--- src/rtl/nmcu_pkg.sv ---
// nmcu_pkg: shared array geometry constants and the controller state type
package nmcu_pkg;
  localparam int DATA_WIDTH = 8;
  localparam int PE_ROWS = 4;
  localparam int PE_COLS = 4;
  localparam int KLEN_WIDTH = 8;
  typedef enum logic [2:0] {IDLE, CLEAR, FEED, DRAIN, DONE} pe_ctrl_state_e;
endpackage

--- src/rtl/pe_array_ctrl_if.sv ---
// pe_array_ctrl_if: command, operand-buffer and array-feed signals of the PE array controller
interface pe_array_ctrl_if #(
  parameter int ROWS = nmcu_pkg::PE_ROWS,
  parameter int COLS = nmcu_pkg::PE_COLS,
  parameter int DATA_WIDTH = nmcu_pkg::DATA_WIDTH,
  parameter int KLEN_WIDTH = nmcu_pkg::KLEN_WIDTH
);
  logic start_i;
  logic [KLEN_WIDTH-1:0] k_len_i;
  logic busy_o;
  logic done_o;
  logic result_valid_o;
  logic a_rd_en_o;
  logic [KLEN_WIDTH-1:0] a_rd_addr_o;
  logic [ROWS*DATA_WIDTH-1:0] a_rd_data_i;
  logic b_rd_en_o;
  logic [KLEN_WIDTH-1:0] b_rd_addr_o;
  logic [COLS*DATA_WIDTH-1:0] b_rd_data_i;
  logic arr_clr_o;
  logic arr_accum_en_o;
  logic [ROWS-1:0][DATA_WIDTH-1:0] arr_a_o;
  logic [COLS-1:0][DATA_WIDTH-1:0] arr_b_o;
  modport master (
    input start_i, k_len_i, a_rd_data_i, b_rd_data_i,
    output busy_o, done_o, result_valid_o, a_rd_en_o, a_rd_addr_o, b_rd_en_o, b_rd_addr_o,
    output arr_clr_o, arr_accum_en_o, arr_a_o, arr_b_o
  );
  modport slave (
    output start_i, k_len_i, a_rd_data_i, b_rd_data_i,
    input busy_o, done_o, result_valid_o, a_rd_en_o, a_rd_addr_o, b_rd_en_o, b_rd_addr_o,
    input arr_clr_o, arr_accum_en_o, arr_a_o, arr_b_o
  );
endinterface

--- src/rtl/pe_array_ctrl_skew_line.sv ---
// skew_line: DEPTH-stage operand delay with synchronous clear; DEPTH 0 is a plain wire
module skew_line #(
  parameter int DEPTH = 1,
  parameter int WIDTH = 8
) (
  input  logic clk,
  input  logic rst,
  input  logic clr,
  input  logic [WIDTH-1:0] d,
  output logic [WIDTH-1:0] q
);
  localparam int L = DEPTH > 0 ? DEPTH : 1;
  logic [L-1:0][WIDTH-1:0] sr;
  // shift operands one stage per cycle, zeroed by reset or clear
  always_ff @(posedge clk or posedge rst) begin
    if (rst) sr <= '0;
    else if (clr) sr <= '0;
    else begin
      sr[0] <= d;
      for (int n = 1; n < L; n++) sr[n] <= sr[n-1];
    end
  end
  assign q = DEPTH == 0 ? d : sr[L-1];
endmodule

--- src/rtl/pe_array_ctrl.sv ---
// pe_array_ctrl: sequences A/B buffer reads and feeds skewed operands into a ROWSxCOLS systolic array
module pe_array_ctrl #(
  parameter int ROWS = nmcu_pkg::PE_ROWS,
  parameter int COLS = nmcu_pkg::PE_COLS,
  parameter int DATA_WIDTH = nmcu_pkg::DATA_WIDTH,
  parameter int KLEN_WIDTH = nmcu_pkg::KLEN_WIDTH
) (
  input logic clk,
  input logic rst,
  pe_array_ctrl_if.master bus
);
  import nmcu_pkg::*;
  localparam logic [KLEN_WIDTH-1:0] DRAIN_LAST = KLEN_WIDTH'(ROWS + COLS - 1);
  pe_ctrl_state_e state, state_n;
  logic [KLEN_WIDTH-1:0] k_q, cnt, cnt_n;
  logic rd_vld, rv_q, accept, clr;
  logic [ROWS-1:0][DATA_WIDTH-1:0] a_in, a_out;
  logic [COLS-1:0][DATA_WIDTH-1:0] b_in, b_out;
  assign accept = state == IDLE && bus.start_i && bus.k_len_i != '0;
  assign clr = state == CLEAR;
  // next state and phase counter: FEED counts K reads, DRAIN counts ROWS+COLS flush cycles
  always_comb begin
    state_n = state;
    cnt_n = cnt;
    case (state)
      IDLE: state_n = accept ? CLEAR : IDLE;
      CLEAR: begin
        state_n = FEED;
        cnt_n = '0;
      end
      FEED: begin
        state_n = cnt == k_q - KLEN_WIDTH'(1) ? DRAIN : FEED;
        cnt_n = cnt == k_q - KLEN_WIDTH'(1) ? '0 : cnt + KLEN_WIDTH'(1);
      end
      DRAIN: begin
        state_n = cnt == DRAIN_LAST ? DONE : DRAIN;
        cnt_n = cnt == DRAIN_LAST ? '0 : cnt + KLEN_WIDTH'(1);
      end
      DONE: state_n = IDLE;
      default: state_n = IDLE;
    endcase
  end
  // state, counter, latched K, read-data-valid tracking and result-valid flag
  always_ff @(posedge clk or posedge rst) begin
    if (rst) begin
      state <= IDLE;
      cnt <= '0;
      k_q <= '0;
      rd_vld <= 1'b0;
      rv_q <= 1'b0;
    end else begin
      state <= state_n;
      cnt <= cnt_n;
      rd_vld <= state == FEED;
      if (accept) begin
        k_q <= bus.k_len_i;
        rv_q <= 1'b0;
      end else if (state == DONE) rv_q <= 1'b1;
    end
  end
  assign bus.busy_o = state != IDLE;
  assign bus.done_o = state == DONE;
  assign bus.result_valid_o = rv_q;
  assign bus.a_rd_en_o = state == FEED;
  assign bus.b_rd_en_o = state == FEED;
  assign bus.a_rd_addr_o = state == FEED ? cnt : '0;
  assign bus.b_rd_addr_o = state == FEED ? cnt : '0;
  assign bus.arr_clr_o = clr;
  assign bus.arr_accum_en_o = state == FEED || state == DRAIN;
  assign a_in = rd_vld ? bus.a_rd_data_i : '0;
  assign b_in = rd_vld ? bus.b_rd_data_i : '0;
  for (genvar i = 0; i < ROWS; i++) begin : g_row
    skew_line #(.DEPTH(i), .WIDTH(DATA_WIDTH)) u_skew (
      .clk(clk), .rst(rst), .clr(clr), .d(a_in[i]), .q(a_out[i])
    );
  end
  for (genvar j = 0; j < COLS; j++) begin : g_col
    skew_line #(.DEPTH(j), .WIDTH(DATA_WIDTH)) u_skew (
      .clk(clk), .rst(rst), .clr(clr), .d(b_in[j]), .q(b_out[j])
    );
  end
  assign bus.arr_a_o = a_out;
  assign bus.arr_b_o = b_out;
endmodule

--- src/flat_wrapper.sv ---
// flat-port wrapper written by rule: the top's interface ports become plain ports
module pe_array_ctrl_flat import nmcu_pkg::*;
#(
  parameter int ROWS = nmcu_pkg::PE_ROWS,
  parameter int COLS = nmcu_pkg::PE_COLS,
  parameter int DATA_WIDTH = nmcu_pkg::DATA_WIDTH,
  parameter int KLEN_WIDTH = nmcu_pkg::KLEN_WIDTH
)
  (clk, rst, bus_start_i, bus_k_len_i, bus_a_rd_data_i, bus_b_rd_data_i, bus_busy_o, bus_done_o, bus_result_valid_o, bus_a_rd_en_o, bus_a_rd_addr_o, bus_b_rd_en_o, bus_b_rd_addr_o, bus_arr_clr_o, bus_arr_accum_en_o, bus_arr_a_o, bus_arr_b_o);
  pe_array_ctrl_if #(.ROWS(ROWS), .COLS(COLS), .DATA_WIDTH(DATA_WIDTH), .KLEN_WIDTH(KLEN_WIDTH)) bus_i ();
  input logic clk;
  input logic rst;
  input wire logic [$bits(bus_i.start_i)-1:0] bus_start_i;
  input wire logic [$bits(bus_i.k_len_i)-1:0] bus_k_len_i;
  input wire logic [$bits(bus_i.a_rd_data_i)-1:0] bus_a_rd_data_i;
  input wire logic [$bits(bus_i.b_rd_data_i)-1:0] bus_b_rd_data_i;
  output wire logic [$bits(bus_i.busy_o)-1:0] bus_busy_o;
  output wire logic [$bits(bus_i.done_o)-1:0] bus_done_o;
  output wire logic [$bits(bus_i.result_valid_o)-1:0] bus_result_valid_o;
  output wire logic [$bits(bus_i.a_rd_en_o)-1:0] bus_a_rd_en_o;
  output wire logic [$bits(bus_i.a_rd_addr_o)-1:0] bus_a_rd_addr_o;
  output wire logic [$bits(bus_i.b_rd_en_o)-1:0] bus_b_rd_en_o;
  output wire logic [$bits(bus_i.b_rd_addr_o)-1:0] bus_b_rd_addr_o;
  output wire logic [$bits(bus_i.arr_clr_o)-1:0] bus_arr_clr_o;
  output wire logic [$bits(bus_i.arr_accum_en_o)-1:0] bus_arr_accum_en_o;
  output wire logic [$bits(bus_i.arr_a_o)-1:0] bus_arr_a_o;
  output wire logic [$bits(bus_i.arr_b_o)-1:0] bus_arr_b_o;
  assign bus_i.start_i = bus_start_i;
  assign bus_i.k_len_i = bus_k_len_i;
  assign bus_i.a_rd_data_i = bus_a_rd_data_i;
  assign bus_i.b_rd_data_i = bus_b_rd_data_i;
  assign bus_busy_o = bus_i.busy_o;
  assign bus_done_o = bus_i.done_o;
  assign bus_result_valid_o = bus_i.result_valid_o;
  assign bus_a_rd_en_o = bus_i.a_rd_en_o;
  assign bus_a_rd_addr_o = bus_i.a_rd_addr_o;
  assign bus_b_rd_en_o = bus_i.b_rd_en_o;
  assign bus_b_rd_addr_o = bus_i.b_rd_addr_o;
  assign bus_arr_clr_o = bus_i.arr_clr_o;
  assign bus_arr_accum_en_o = bus_i.arr_accum_en_o;
  assign bus_arr_a_o = bus_i.arr_a_o;
  assign bus_arr_b_o = bus_i.arr_b_o;
  pe_array_ctrl #(.ROWS(ROWS), .COLS(COLS), .DATA_WIDTH(DATA_WIDTH), .KLEN_WIDTH(KLEN_WIDTH)) u_core (.clk(clk), .rst(rst), .bus(bus_i));
endmodule
--- config.mk ---
export PLATFORM = sky130hd
export DESIGN_NAME = pe_array_ctrl_flat
export DESIGN_NICKNAME = d
export VERILOG_FILES = /design/src/rtl/nmcu_pkg.sv /design/src/rtl/pe_array_ctrl_if.sv /design/src/rtl/pe_array_ctrl_skew_line.sv /design/src/rtl/pe_array_ctrl.sv /design/src/flat_wrapper.sv
export SDC_FILE = /design/constraint.sdc
export NUM_CORES = 1
export LEC_CHECK = 0
export BUFFER_PORTS_ARGS = -buffer_cell sky130_fd_sc_hd__buf_4
export CORE_MARGIN = 8
export CORE_UTILIZATION = 50
export DETAILED_ROUTE_END_ITERATION = 10
export PLACE_DENSITY_LB_ADDON = 0.08
export SYNTH_ARGS = -nofsm -noshare
export SYNTH_HDL_FRONTEND = slang
export SYNTH_SLANG_ARGS = --single-unit
--- constraint.sdc ---
create_clock -name clk -period 3.57 [get_ports clk]
set_input_delay 0 -clock clk [delete_from_list [all_inputs] [get_ports clk]]
set_output_delay 0 -clock clk [all_outputs]
set_load 0.005 [all_outputs]
# == Word level (Yosys, flattened, before mapping) ==
# Cells that the tools add are included.
# word_totals
ff_bits,117
word_cells,51
# op_classes
add_sub_neg,2
eq_ne,6
n_mux,18
reduce_logical,8
# op_table
op,n
two-way mux 32 bit,2
two-way mux 24 bit,2
two-way mux 8 bit,5
two-way mux 16 bit,2
one-hot mux 8 bit (3 select lines),1
one-hot mux 3 bit (4 select lines),1
adder 8 x 1 -> 8 bit (second input constant),1
equality test 8 x 3 -> 1 bit (second input constant),1
equality test 8 bit,1
nonzero test 8 bit,1
subtractor 8 x 1 -> 8 bit (second input constant),1
equality test 3 x 2 -> 1 bit (second input constant),2
nonzero test 3 bit,2
two-way mux 1 bit,4
equality test 3 x 1 -> 1 bit (second input constant),1
equality test 3 bit (second input constant),1
zero test 3 bit,1
two-way mux 3 bit,1
logical AND 1 bit,2
nonzero test 2 bit,1
logical OR 1 bit,1

# == Depth between registers and ports, before layout ==
# Gate-level depths: netlist of run 1.
# depth
word_depth,5
mapped_depth,8

# == Hierarchy ==
# From an unflattened synthesis of run 1, not the netlist that was laid out.
# unflattened
hier_cells,478
area_unflattened_um2,5437.7
# modules_own_cells
module,instances,cells_per_inst,area_each_um2,seq_area_each_um2
pe_array_ctrl,1,226,1839.3,525.5
skew_line (u_core.g_col[3].u_skew ...),2,59,877.1,600.6
skew_line (u_core.g_col[2].u_skew ...),2,42,608.1,400.4
skew_line (u_core.g_col[1].u_skew ...),2,17,254.0,200.2
skew_line (u_core.g_col[0].u_skew ...),2,8,60.1,0.0

# == Worst setup path after synthesis of run 1 ==
# No wires, ideal clock.
# synth_path
kind,register to register
startpoint,register u_core.k_q[0]
endpoint,register u_core.cnt[0]
t_arrival_ns,2.020
t_required_ns,3.445
slack_ns,1.426
path_stages_with_launch,9
n_path_buf,0
cell_sequence,dfrtp_1 inv_1 ha_1 nor2b_1 or3_1 a31oi_1 a31oi_1 o21a_1 mux2_2
# synth_between
elab_chain_cells,4
# synth_lines
item,line_no,text
"start, declared",pe_array_ctrl.sv:15,"logic [KLEN_WIDTH-1:0] k_q, cnt, cnt_n;"
"start signal, assigned",pe_array_ctrl.sv:56,k_q <= bus.k_len_i;
subtractor 8 x 1 -> 8 bit,pe_array_ctrl.sv:33,cnt_n = cnt == k_q - KLEN_WIDTH'(1) ? '0 : cnt + KLEN_WIDTH'(1);
equality test 8 bit,pe_array_ctrl.sv:33,
two-way mux 8 bit,pe_array_ctrl.sv:33,
one-hot mux 8 bit (3 select lines),pe_array_ctrl.sv:25,case (state)
"end signal, assigned",pe_array_ctrl.sv:53,cnt <= cnt_n;
"end, declared",pe_array_ctrl.sv:15,
# Every way passes these cells.
# A chain may end at the register's enable or synchronous reset.

# == Worst setup path in the final report of run 1 ==
# layout_path
startpoint,register u_core.state[1]
endpoint,output bus_a_rd_addr_o[2]
# layout_between
elab_chain_cells,2
# layout_lines
item,line_no,text
"start, declared",pe_array_ctrl.sv:14,"pe_ctrl_state_e state, state_n;"
"start signal, assigned",pe_array_ctrl.sv:52,state <= state_n;
equality test 3 x 2 -> 1 bit,pe_array_ctrl.sv:66,assign bus.a_rd_addr_o = state == FEED ? cnt : '0;
two-way mux 8 bit,pe_array_ctrl.sv:66,
"end, declared",flat_wrapper.sv:21,output wire logic [$bits(bus_i.a_rd_addr_o)-1:0] bus_a_rd_addr_o;
# Every way passes these cells.

==> qor.txt, run 1 <==
Crit Path Max Fanout: 13
Post-CTS setup buffer count: 0
Fillers: 638
Largest net degree at the start of global routing: 57
Synth Area in Compound Gates: 4.50%
Synth Area in XOR/XNOR: 1.44%
IR Drop Worst-Case VDD: 0.000436 V
Mapped cell area: 4870 µm²
Worst slew pin tran: 0.678 ns
Synth area leaders: dfrtp_1 60%, and2_1 9.4%, nor2b_1 6.8%
Status: finished, final reports clean
Core area: 9590 µm²
Post-Syn Nets: 494
Post-CTS Hold Buffers: 58
DP Cell Count: 657
DRC: 0
Fraction of the mapped netlist area in simple logic gates: 23.2%
Via-to-Cell Ratio: 4.66
Mean Syn Cell Area: 11.7 µm²
Wirelength per Cell: 15.4 µm
Dominant synthesized flop cell: dfrtp_1
Clk slew on worst S/H paths: 0.06 ns
Final WL: 11500 µm
Max_cap viols: 0
Worst-Skew Late Latency: 0.51 ns
Synthesized netlist cell count: 417
TritonCTS Buffers: 17
Post-cts sizing count: 0
Starting DRT DRC Count: 140
Total grt overflow: 0
Reg2reg start: u_core.k_q[0]
GP Congestion: 0.864
CTS tree: done
Max Fclk: 0.406 GHz
Initial Util: 50.7%
Switching power: 1580 µW
Mux share of post-synthesis cell area: 1.62%
PwrDens: 744 nW/µm²
Sequential share of power: 37.7%
EDFF count, synth: 0
Worst setup path end: bus_a_rd_addr_o[2]
Worst Path Required: 3.57 ns
Place WS: 1.22 ns
Clock power frac: 31.8%
Setup-failing EPs final: 0
Layout area overhead: 45.4%
Clk buf depth: 2
Post-synthesis adder-cell area fraction: 0.514%
Count of final hold-check violations: 0
Number of global-route vias before repair: 3779
Reg2Reg Setup Slack: 1.20 ns
Nets: 678
DP Wirelength: 7570 µm
Std-Cell Rows: 36
Flop and latch count out of synthesis: 117
Post-synthesis sequential area ratio: 60.2%
Int Power: 3680 µW
CTS Sinks: 117
Sw Ratio: 30.1%
Synth cell types: 46
Die H: 115 µm
Setup TNS: 0 ns
Share of cells above drive strength 1: 35.5%
Die W: 115 µm
CP cell instances: nor2b_1, nor2b_1, buf_4, and2_1, buf_4
Async set-reset flop share out of synthesis: 100%
Die ar.: 13100 µm²
Critical path endpoint category: output pin
Root buf cell: clkbuf_8
Number of warnings issued by yosys: 0
Initial antenna violation count: 1
Critical Path AT: 2.46 ns
H-tree levels: 4
Worst setup SP type: flip-flop
CP max stage cell: nor2b_1
Logic depth of the worst register-to-register path: 8
DR pass1 iterations: 4
Tmin final: 2.46 ns
Final Max Slew Viols: 0
Setup crit start: u_core.state[1]
Global Route Usage Sum: 18.7%
R2R Path End: u_core.cnt[0]
First-pass GRT wire length: 18800 µm
Yosys top cell area share: 60.2%
Io pins: 162
Comb power frac: 30.5%
PortBufs: 161
Non-Filler Instances: 748
Final worst slack: 1.11 ns
Combinational family with the most area after synthesis: simple AND/OR/NAND/NOR gates
Final ANT Viol Nets: 0
Crit path largest cell delay: 0.54 ns
Slew HR: 54.8%
Setup CP Type: reg -> out
Static leakage: 0.00359 µW
RSZ-0062 raised after global routing: no
Worst Hold Class: in -> async
Final period utilization: 69.0%
Synth area leader: dfrtp_1
Skew final: 0.0106 ns
Final Util: 73.8%
Via Count: 3487
## cell usage in the layout (no fill, tap or decap), drive strengths merged, types with 2 or more instances in the layout
cell	n
inv	8
mux2	7
xnor2	5
or3	4
o21ai	8
a211oi	2
clkinv	5
a31oi	3
nor3	3
ha	2
nor4	3
buf	167
and3	3
a21oi	5
bufinv	3
or2	2
dlygate4sd3	58
and2	74
clkbuf	18
xor2	3
nand3	10
dfrtp	117
nor2b	54
a22oi	2
nand2	12
a21o	3
nor2	13
o211ai	5
clkinvlp	3
## layer usage
metal | part of all wire [%] | routed length [µm] | up-vias | global-route usage, %
met5 | 0 | 0 | - | 0
met4 | 0.86 | 99 | 0 | 5.24
met3 | 8.7 | 1010 | 8 | 9.02
met2 | 52 | 6020 | 134 | 31.3
met1 | 38 | 4390 | 1659 | 20.5
li1 | - | - | 1686 | -
## state kept, by name, indices dropped and copies added (netlist names)
name                       count
u_core.cnt                     8
u_core.g_row.u_skew.q         24
u_core.rd_vld                  1
u_core.g_row.u_skew.sr        24
u_core.bus.result_valid_o      1
u_core.g_col.u_skew.q         24
u_core.state                   3
u_core.g_col.u_skew.sr        24
u_core.k_q                     8
## power by group through the flow
| stage | clock network [µW] | logic [µW] | registers [µW] |
|---|---|---|---|
| finish | 1670 | 1610 | 1990 |
| global route | 1780 | 1780 | 2040 |
| CTS | 1710 | 1630 | 1980 |
| detailed placement | 0 | 1570 | 2000 |
| global placement | 0 | 1530 | 1980 |
| floorplan | 0 | 1100 | 1900 |
## worst max-delay path: cells and delay by family (launching register included)
kind | cells | cell delay, ns
AND/OR/NAND/NOR | 3 | 1.15
flip-flops | 1 | 0.44
buffers and inverters | 2 | 0.37
## worst min-delay path by stage
| stage | cells past startpoint | startpoint | slack [ns] | end |
|---|---|---|---|---|
| 6_report | 3 | rst | 0.16 | u_core.g_col[2].u_skew.sr[0] |
| 4_1_cts | 3 | rst | 0.17 | u_core.k_q[1] |
| 5_1_grt | 3 | rst | 0.21 | u_core.g_col[2].u_skew.q[3] |
| 2_1_floorplan | 1 | bus_a_rd_data_i[7] | 0.11 | bus_arr_a_o[7] |
| 3_3_place_gp | 2 | rst | 0.16 | u_core.g_col[2].u_skew.sr[0] |
| 3_5_place_dp | 2 | rst | 0.16 | u_core.g_col[2].u_skew.sr[0] |
## Yosys cell counts (2+ instances only)
cell type / instances
or3_1: 2
nand3_1: 10
ha_1: 2
xnor2_1: 5
nand2_1: 12
nor2_1: 13
buf_2: 3
dfrtp_1: 117
and3_1: 3
mux2_2: 7
a21o_1: 2
a211oi_1: 2
buf_4: 41
o211ai_1: 5
inv_1: 5
nor4_1: 2
a22oi_1: 2
xor2_1: 3
and2_1: 73
buf_6: 2
or2_2: 2
o21ai_0: 7
a21oi_1: 5
clkbuf_1: 14
nor3_1: 3
nor2b_1: 53
a31oi_1: 3
## metrics by stage
stage | power, µW | hold slack [ns] | area (µm²)
after detailed placement | 3570 | 0.157 | 5900
after CTS | 5320 | 0.171 | 7080
after floorplan | 3000 | 0.110 | 4870
after global placement | 3510 | 0.155 | 5900
after global routing | 5600 | 0.214 | 7080
final | 5260 | 0.156 | 7080
## area by class of cell
class / instances / area (µm²) / area share (%)
diodes: 1 / 2.50 / 0.0354
clock buffers: 18 / 418 / 5.90
clock inverters: 14 / 178 / 2.51
inverters: 5 / 21.3 / 0.301
multi-input cells: 235 / 1530 / 21.6
flip-flops and latches: 117 / 2930 / 41.4
well taps: 133 / 166 / 2.35
repair buffers: 225 / 1830 / 25.9
## logic make-up (layout without fill, tap and decap cells)
group | Yosys count | in the layout
AO/OA/AOI/OAI | 33 | 33
AND/OR/NAND/NOR | 185 | 185
buffers and inverters | 65 | 262
other | 0 | 1
XOR/XNOR | 8 | 8
adder cells (fa/ha/maj) | 2 | 2
flip-flops | 117 | 117
multiplexers | 7 | 7
No activity file was read; power rests on OpenSTA's default activity.
==> inputs of run 2 (changes only) <==
==> constraint.sdc (replaced) <==
create_clock -name clk -period 2.3 [get_ports clk]
set_input_delay 0 -clock clk [delete_from_list [all_inputs] [get_ports clk]]
set_output_delay 0 -clock clk [all_outputs]
set_load 0.005 [all_outputs]
==> qor.txt, run 2 (synthesis results as in run 1) <==
Top Layer Used: met4 (unchanged)
Fillers: 669 (was 638)
CP max stage cell: dfrtp_1 (was nor2b_1)
Root buf cell: clkbuf_8 (unchanged)
Via-to-Cell Ratio: 4.65 (was 4.66)
Switching power: 2430 µW (was 1580 µW)
Initial Util: 50.7% (unchanged)
Layout area overhead: 46.4% (was 45.4%)
GP Congestion: 0.895 (was 0.864)
Final worst slack: 0.143 ns (was 1.11 ns)
Skew final: 0.00738 ns (was 0.0106 ns)
H-tree levels: 4 (unchanged)
Sequential share of power: 37.2% (was 37.7%)
CTS tree: done (unchanged)
M1 WL: 4400 µm (was 4390 µm)
CTS Sinks: 117 (unchanged)
Core area: 9590 µm² (unchanged)
Area of the multi-input gates: 1550 µm² (was 1530 µm²)
Worst Hold Class: in -> async (unchanged)
Final period utilization: 93.8%
PortBufs: 161 (unchanged)
Crit Path Max Fanout: 6 (was 13)
Largest net degree at the start of global routing: 118 (was 57)
Place WS: 0.0377 ns (was 1.22 ns)
Met2 Wirelength: 5670 µm (was 6020 µm)
DR pass1 iterations: 5 (was 4)
Count of final hold-check violations: 0 (unchanged)
Die W: 115 µm (unchanged)
Io pins: 162 (unchanged)
Setup CP Type: reg -> reg (was reg -> out)
Critical Path AT: 2.54 ns (was 2.46 ns)
Slew HR: 55.2% (was 54.8%)
Die ar.: 13100 µm² (unchanged)
Comb power frac: 32.5% (was 30.5%)
Worst-Skew Late Latency: 0.50 ns (was 0.51 ns)
Max_cap viols: 0 (unchanged)
Sequential Area: 2930 µm² (unchanged)
PwrDens: 1140 nW/µm² (was 744 nW/µm²)
Crit path largest cell delay: 0.40 ns (was 0.54 ns)
Static leakage: 0.00362 µW (was 0.00359 µW)
Worst Path Required: 2.69 ns (was 3.57 ns)
Int Power: 5710 µW (was 3680 µW)
RSZ-0062 raised after global routing: yes (was no)
IR Drop Worst-Case VDD: 0.000619 V (was 0.000436 V)
Total grt overflow: 0 (unchanged)
First-pass GRT wire length: 18300 µm (was 18800 µm)
CP cell instances: inv_1, ha_2, nor2b_1, or3_1, a31oi_2, a31oi_1, o21a_1, mux2_2 (was nor2b_1, nor2b_1, buf_4, and2_1, buf_4)
DP Cell Count: 662 (was 657)
Critical path endpoint category: flip-flop (was output pin)
Max Fclk: 0.464 GHz
TritonCTS Buffers: 17 (unchanged)
Final WL: 11400 µm (was 11500 µm)
Initial antenna violation count: 1 (unchanged)
DP Wirelength: 7440 µm (was 7570 µm)
Starting DRT DRC Count: 148 (was 140)
Setup-failing EPs final: 0 (unchanged)
Commonest non-fill, non-tap cell in the layout: buf_4 (unchanged)
DRC: 0 (unchanged)
Clk slew on worst S/H paths: 0.06 ns (about the same)
Final ANT Viol Nets: 0 (unchanged)
Die H: 115 µm (unchanged)
Metal3 WL: 1060 µm (was 1010 µm)
Overall power: 8140 µW (was 5260 µW)
Share of cells above drive strength 1: 36.5% (was 35.5%)
Global Route Usage Sum: 18.1% (was 18.7%)
Most frequent cells in the layout: 172 x buf_4, 117 x dfrtp_1, 73 x and2_1, 58 x dlygate4sd3_1, 51 x nor2b_1 (was 167 x buf_4, 117 x dfrtp_1, 73 x and2_1, 58 x dlygate4sd3_1, 52 x nor2b_1)
Tmin final: 2.16 ns
Clk buf depth: 2 (unchanged)
Number of global-route vias before repair: 3741 (was 3779)
Final Max Slew Viols: 0 (unchanged)
Wirelength per Cell: 15.1 µm (was 15.4 µm)
Worst slew pin tran: 0.670 ns (was 0.678 ns)
Via Count: 3503 (was 3487)
Non-Filler Instances: 754 (was 748)
Worst setup SP type: flip-flop (unchanged)
Sw Ratio: 29.8% (was 30.1%)
Clock power frac: 30.3% (was 31.8%)
Nets: 684 (was 678)
Status: finished, final reports clean (unchanged)
Std-Cell Rows: 36 (unchanged)
run 2: cell count changes in the layout (fill, tap and decap cells not counted), sizes merged:
cell      before  now
buf          167  173
clkinvlp       3    2
clkbuf        18   21
inv            8    6
bufinv         3    2
clkinv         5    6
run 2: metal layers:
layer	track usage, %	vias to the layer above
li1	-	1692
met1	19.9	1659
met2	29.6	129
met3	7.70	23
met4	8.34	0
met5	0	-
run 2: repair_timing:
action | CTS | global route
resized for setup | 1 | 4
hold endpoints to repair | 174 | 0
endpoints found under the setup margin | 16 | 20
buffers inserted | 0 | 1
hold buffers | 58 | 0
run 2: worst paths after layout:
| path | startpoint | end | slack [ns] | depth (start not counted) |
|---|---|---|---|---|
| max reg2reg | u_core.k_q[0] | u_core.cnt[0] | 0.14 | 8 |
| max | u_core.k_q[0] | u_core.cnt[0] | 0.14 | 8 |
| min in group clk | bus_a_rd_data_i[11] | u_core.g_row[1].u_skew.q[3] | 0.24 | 3 |
| min | rst | u_core.g_col[2].u_skew.sr[2] | 0.23 | 4 |
| min reg2reg | u_core.g_row[2].u_skew.sr[1] | u_core.g_row[2].u_skew.q[1] | 0.46 | 1 |
| max in group asynchronous | rst | u_core.state[1] | 1.61 | 4 |
run 2: power groups by stage:
stage	sequential, µW	combinational [µW]	clock, µW
6_report	3030	2650	2470
4_1_cts	3020	2640	2530
2_1_floorplan	2960	1700	0
3_5_place_dp	3050	2550	0
3_3_place_gp	3030	2490	0
5_1_grt	3100	2940	2620
run 2: layout make-up:
cell class | count | share of cell area [%]
tap | 133 | 2.33
inverter | 5 | 0.316
multi-input combinational | 235 | 21.8
timing repair buffer | 231 | 26.5
sequential | 117 | 41.1
clock buffer | 21 | 6.16
clock inverter | 11 | 1.77
antenna | 1 | 0.0351
run 2: critical path: cells and delay by family, from the launching register on:
family / cells / cell delay [ns]
compound gates: 3 / 0.58
simple gates: 2 / 0.51
buf+inv: 1 / 0.08
mux: 1 / 0.26
fa+ha+maj: 1 / 0.22
flops: 1 / 0.40
run 2: per-stage QoR:
step / instance area [µm²] / util, % / hold slack, ns / TNS (ns)
floorplan: 4870 / - / 0.110 / 0
global placement: 5950 / 62.0 / 0.208 / 0
detailed placement: 5950 / 62.0 / 0.212 / 0
CTS: 7100 / 74.0 / 0.214 / 0
global route: 7130 / 74.3 / 0.236 / -0.0425
finish: 7130 / 74.3 / 0.230 / 0
